## src/rtl/xbus_ctrl.sv

```systemverilog
// External P0/P2 bus controller arbitrating instruction fetch (PSEN) and MOVX (RD/WR) accesses.
// Define XBUS_WAIT_EN to add the wait_cycles port, which stretches STROBE by 0..3 cycles.
//
// state  | meaning
// IDLE   | bus released, arbitrate pending requests
// ADDR   | ale high, address on P0/P2
// HOLD   | ale low, address held for the external latch
// STROBE | psen_n/rd_n/wr_n low for the strobe length
// END    | strobes released, ack pulse, arbitrate the other requester
module xbus_ctrl #(
    parameter int unsigned T_STROBE = 2
) (
    input  logic        clk,
    input  logic        reset,
    input  logic        fetch_req,
    input  logic [15:0] fetch_addr,
    output logic        fetch_ack,
    output logic [7:0]  fetch_data,
    input  logic        movx_req,
    input  logic        movx_we,
    input  logic [15:0] movx_addr,
    input  logic [7:0]  movx_wdata,
    output logic        movx_ack,
    output logic [7:0]  movx_rdata,
`ifdef XBUS_WAIT_EN
    input  logic [1:0]  wait_cycles,
`endif
    output logic        ale,
    output logic        psen_n,
    output logic        rd_n,
    output logic        wr_n,
    output logic [7:0]  p0_out,
    output logic        p0_oe,
    input  logic [7:0]  p0_in,
    output logic [7:0]  p2_out,
    output logic        busy
);

    typedef enum logic [2:0] {
        S_IDLE,
        S_ADDR,
        S_HOLD,
        S_STROBE,
        S_END
    } state_t;

    localparam int CW = 5;

    state_t         state;
    logic [CW-1:0]  cnt;
    logic           cur_fetch;
    logic           cur_we;
    logic [7:0]     cur_wdata;
    logic [1:0]     cur_wait;
    logic           last_fetch;

    logic [1:0]     wait_in;
    logic [CW-1:0]  strobe_len;
    logic           fetch_elig;
    logic           movx_elig;
    logic           pick_fetch;
    logic           any_elig;
    logic [15:0]    grant_addr;

`ifdef XBUS_WAIT_EN
    assign wait_in = wait_cycles;
`else
    assign wait_in = 2'd0;
`endif

    assign strobe_len = CW'(T_STROBE) + {3'b000, cur_wait};

    // The requester being acked in END must not be re-granted in that same cycle.
    always_comb begin
        fetch_elig = fetch_req && !(state == S_END && cur_fetch);
        movx_elig  = movx_req  && !(state == S_END && !cur_fetch);
        pick_fetch = fetch_elig && (!movx_elig || !last_fetch);
        any_elig   = fetch_elig || movx_elig;
        grant_addr = pick_fetch ? fetch_addr : movx_addr;
    end

    always_ff @(posedge clk) begin
        if (reset) begin
            state      <= S_IDLE;
            cnt        <= '0;
            cur_fetch  <= 1'b0;
            cur_we     <= 1'b0;
            cur_wdata  <= 8'h00;
            cur_wait   <= 2'd0;
            last_fetch <= 1'b0;
            fetch_ack  <= 1'b0;
            movx_ack   <= 1'b0;
            fetch_data <= 8'h00;
            movx_rdata <= 8'h00;
            ale        <= 1'b0;
            psen_n     <= 1'b1;
            rd_n       <= 1'b1;
            wr_n       <= 1'b1;
            p0_out     <= 8'h00;
            p0_oe      <= 1'b0;
            p2_out     <= 8'h00;
            busy       <= 1'b0;
        end else begin
            fetch_ack <= 1'b0;
            movx_ack  <= 1'b0;
            case (state)
                S_IDLE, S_END: begin
                    psen_n <= 1'b1;
                    rd_n   <= 1'b1;
                    wr_n   <= 1'b1;
                    if (any_elig) begin
                        state      <= S_ADDR;
                        busy       <= 1'b1;
                        ale        <= 1'b1;
                        p0_out     <= grant_addr[7:0];
                        p2_out     <= grant_addr[15:8];
                        p0_oe      <= 1'b1;
                        cur_fetch  <= pick_fetch;
                        cur_we     <= !pick_fetch && movx_we;
                        cur_wdata  <= movx_wdata;
                        cur_wait   <= wait_in;
                        last_fetch <= pick_fetch;
                    end else begin
                        state <= S_IDLE;
                        busy  <= 1'b0;
                        ale   <= 1'b0;
                        p0_oe <= 1'b0;
                    end
                end
                S_ADDR: begin
                    ale   <= 1'b0;
                    state <= S_HOLD;
                end
                S_HOLD: begin
                    state <= S_STROBE;
                    cnt   <= strobe_len - CW'(1);
                    if (cur_fetch) begin
                        psen_n <= 1'b0;
                        p0_oe  <= 1'b0;
                    end else if (cur_we) begin
                        wr_n   <= 1'b0;
                        p0_out <= cur_wdata;
                        p0_oe  <= 1'b1;
                    end else begin
                        rd_n  <= 1'b0;
                        p0_oe <= 1'b0;
                    end
                end
                S_STROBE: begin
                    if (cnt == '0) begin
                        state  <= S_END;
                        psen_n <= 1'b1;
                        rd_n   <= 1'b1;
                        wr_n   <= 1'b1;
                        // Write data stays driven through END as hold time.
                        if (!cur_we) begin
                            p0_oe <= 1'b0;
                        end
                        if (cur_fetch) begin
                            fetch_ack  <= 1'b1;
                            fetch_data <= p0_in;
                        end else begin
                            movx_ack <= 1'b1;
                            if (!cur_we) begin
                                movx_rdata <= p0_in;
                            end
                        end
                    end else begin
                        cnt <= cnt - CW'(1);
                    end
                end
                default: begin
                    state <= S_IDLE;
                end
            endcase
        end
    end

endmodule

```

## config.mk

```make
export PLATFORM = sky130hd
export DESIGN_NAME = xbus_ctrl
export DESIGN_NICKNAME = d
export VERILOG_FILES = /design/src/rtl/xbus_ctrl.sv
export SDC_FILE = /design/constraint.sdc
export NUM_CORES = 1
export LEC_CHECK = 0
export CORE_MARGIN = 4
export CORE_UTILIZATION = 50
export CTS_CLUSTER_SIZE = 30
export DETAILED_ROUTE_END_ITERATION = 12
export DONT_BUFFER_PORTS = 1
export GPL_ROUTABILITY_DRIVEN = 1
export PLACE_DENSITY = 0.72
export SLEW_MARGIN = 10
export SYNTH_ARGS = -nofsm -noshare
export SYNTH_HDL_FRONTEND = slang
export SYNTH_SLANG_ARGS = --single-unit
```

## constraint.sdc

```tcl
create_clock -name clk -period 3.54 [get_ports clk]
set_clock_uncertainty 0.1 [all_clocks]
set_input_delay 0.531 -clock clk [delete_from_list [all_inputs] [get_ports clk]]
set_output_delay 0.531 -clock clk [all_outputs]
set_load 0.03 [all_outputs]
```

==> flow_metrics.py <==
metrics = {
    "clocking": {
        "cts-htree-levels": 3,
        "cts.path.max_buffers": 2,
        "root_buffer": "clkbuf_8",
        "cts_setup_buffers": 0,
        "cts_resized": 0,
        "holdBufCountCts": 0,
        "clock_latency_ps": 340,
        "cts_made_buffers": 9,
        "path_clk_slew_ps": 70,
        "cts_sinks": 58,
        "cts_tree": "done",
    },
    "synthesis": {
        "synthArstFlopShare_pct": 0,
        "muxShareOfSynthArea_pct": 13.85,
        "synth_top_family_by_area": "compound AO/OA/AOI/OAI gates",
        "yosys.area_share.simple_pct": 16.30,
        "synthAdderAreaFrac_pct": 0.5000,
        "yosys_warnings": 0,
        "seq_area_frac_synth_pct": 46.40,
        "syn_nets": 309,
        "ys_seq_elements": 58,
        "synth_ff_type": "dfxtp_1",
        "synth_cell_types": 41,
        "synth.cell_area_um2": 2502,
        "synth-edff-count": 0,
        "avgSynthCellArea_um2": 9.813,
        "syn_inst": 255,
        "yosys.area_share.xor_xnor_pct": 0.7000,
        "synth_compound_area_share_pct": 17.10,
    },
    "critical_path": {
        "arrival_ps": 2520,
        "crit_fanout": 17,
        "r2r_slack_ps": 1170,
        "end_kind": "flop",
        "cp-start-kind": "flop",
        "reg2reg_from": "state[0]",
        "r2r_end": "p2_out[6]",
        "cp.required_ps": 3690,
        "rr_worst_depth": 5,
        "worstSetupPathType": "reg2reg",
    },
    "final_layout": {
        "final_area_um2": 2710,
        "num_antenna_cells": 0,
        "regArea_um2": 1161,
        "fill_cells": 466,
        "multiInputGateArea_um2": 1212,
        "layout.nets": 304,
        "layout-drive-gt1-share_pct": 13.33,
        "postLayoutCoreUtil_pct": 56.63,
        "synthToLayoutAreaGrowth_pct": 8.300,
    },
    "detailed_routing": {
        "wl_met3_um": 542,
        "wl_um": 5380,
        "via_count": 1851,
        "wl_per_cell_um": 16.71,
        "ant_nets": 0,
        "drt_iter0_markers": 74,
        "drc": 0,
        "via_per_inst": 5.748,
        "drt-met1-wl_um": 2193,
        "top_layer_used": "met4",
        "wl_met2_um": 2504,
        "drtPass1Iterations": 4,
    },
    "min_path": {
        "min_path_cells": 1,
        "min_from": "reset",
        "hold_end": "cur_we",
        "worstHoldPathType": "in2reg",
    },
    "placement": {
        "dp_slack_ps": 1163,
        "hpwl_um": 3744,
        "portBuffers": 0,
        "gp_congestion": 0.7804,
        "dpl_cell_area_um2": 2506,
    },
    "sta": {
        "slew_violations": 0,
        "rsz0062_at_grt": "false",
        "slew_headroom_pct": 42.23,
        "min_period_ps": 2370,
        "setup_viol": 0,
        "tns_ps": 0,
        "max_slew.worst_pin.slew_ps": 866.6,
        "final_hold_viol_count": 0,
        "setup_slack_ps": 1170,
        "hold_ws_ps": 154.4,
        "period_share_pct": 66.95,
        "fmax_mhz": 421.9,
    },
    "floorplan": {
        "die_x_um": 78.75,
        "pin_count": 93,
        "die_area_um2": 6201,
        "core_um2": 4786,
        "num_rows": 25,
        "die_height_um": 78.75,
        "start_util_pct": 52.29,
    },
    "global_route": {
        "grt_max_degree": 51,
        "grt_pass1_vias": 1833,
        "antenna_found_initial": 0,
        "gr-total-overflow": 0,
        "grt_usage_pct": 18.46,
        "grt_pass1_wl_um": 8749,
    },
    "run": {
        "drv_cap": 0,
    },
    "pwr": {
        "ir_worst_vdd_mv": 0.3929,
        "p_leak_nw": 1.149,
        "power_density_nw_per_um2": 673.7,
    },
    "outcome": {
        "status": "complete, no violations",
    },
}
## synthesized netlist by cell type, drive strengths merged, types with 2 or more instances
cell / number / area share [%]
dfxtp: 58 / 46
inv: 7 / 1.1
mux2i: 32 / 13
or3: 2 / 0.50
o31ai: 2 / 0.60
a31oi: 10 / 2.5
nand2b: 9 / 2.2
mux2: 2 / 1.0
nand3: 2 / 0.40
a32o: 8 / 3.2
a211oi: 11 / 3.3
clkbuf: 7 / 1.1
a21bo: 8 / 3.2
nor3: 4 / 0.80
nand4: 2 / 0.50
buf: 12 / 3.0
nor2: 41 / 6.2
o21ai: 2 / 0.40
nor2b: 3 / 0.75
xnor2: 2 / 0.70
nor3b: 4 / 2.1
a21oi: 7 / 1.4
nand2: 8 / 1.3
## logic make-up (layout without fill, tap and decap cells)
family | count (synthesis) | after routing
adder cells (fa/ha/maj) | 1 | 1
XOR/XNOR | 2 | 2
multiplexers | 34 | 34
AO/OA/AOI/OAI | 54 | 54
AND/OR/NAND/NOR | 80 | 80
flip-flops | 58 | 58
buffers and inverters | 26 | 26
## final cells by class
class,instances,share of cell area (%)
clock buffers,11,5.586
clock inverters,5,1.939
inverters,7,0.9695
multi-input cells,171,44.74
flip-flops and latches,58,42.84
well taps,67,3.093
repair buffers,3,0.8310
## through the flow
stage	std cells	total power (W)
floorplan	255	0.001176
detailed placement	306	0.001228
global route	322	0.001931
CTS	322	0.001846
finish	322	0.001826
global placement	306	0.001215
## sequential cells by signal (all words and copies together), names as in the netlist
name / count
fetch_ack: 1
busy: 1
fetch_data: 8
ale: 1
p0_out: 8
cur_wdata: 8
movx_ack: 1
movx_rdata: 8
last_fetch: 1
p0_oe: 1
p2_out: 8
psen_n: 1
cur_we: 1
state: 3
rd_n: 1
wr_n: 1
cnt: 5
## per-layer routing
| metal | global-route usage, % | up-vias |
|---|---|---|
| met1 | 21.47 | 859 |
| met4 | 9.965 | 0 |
| li1 | - | 900 |
| met3 | 9.637 | 14 |
| met2 | 27.33 | 78 |
| met5 | 0 | - |
## critical path: stages (launching register included)
cell and delay (ps):
dfxtp_1 470, nor2_1 320, o221a_1 810, buf_4 320, nor2_1 60, a211oi_1 210
## report_power, final
part / internal (W) / total [W] / switching (W)
Combinational: 0.000154 / 0.000318 / 0.000164
Sequential: 0.000729 / 0.000892 / 0.000163
Clock: 0.000359 / 0.000616 / 0.000257
Total: 0.00124 / 0.00183 / 0.000584
## layout by cell type, fill, tap and decap left out, types with 3 or more instances in the layout
cell type / count
a32o_1: 8
inv_1: 7
a21bo_2: 8
nand2b_1: 9
nor2b_1: 3
buf_4: 3
a211oi_1: 11
nor2_1: 41
a21oi_1: 7
a31oi_1: 10
nand2_1: 7
clkbuf_8: 11
dfxtp_1: 58
clkinv_2: 3
nor3_1: 4
mux2i_1: 32
## how the worst max path moves through the flow
stage | slack, ps | depth (start not counted) | end | from
floorplan | 1770 | 5 | p0_out[5] | fetch_req
global placement | 1250 | 5 | cur_wdata[5] | state[0]
detailed placement | 1160 | 5 | cur_wdata[5] | state[0]
CTS | 1150 | 5 | p2_out[6] | state[0]
global route | 880 | 5 | p2_out[6] | state[0]
finish | 1170 | 5 | p2_out[6] | state[0]
Note: power is estimated with default switching activity, not from simulation.
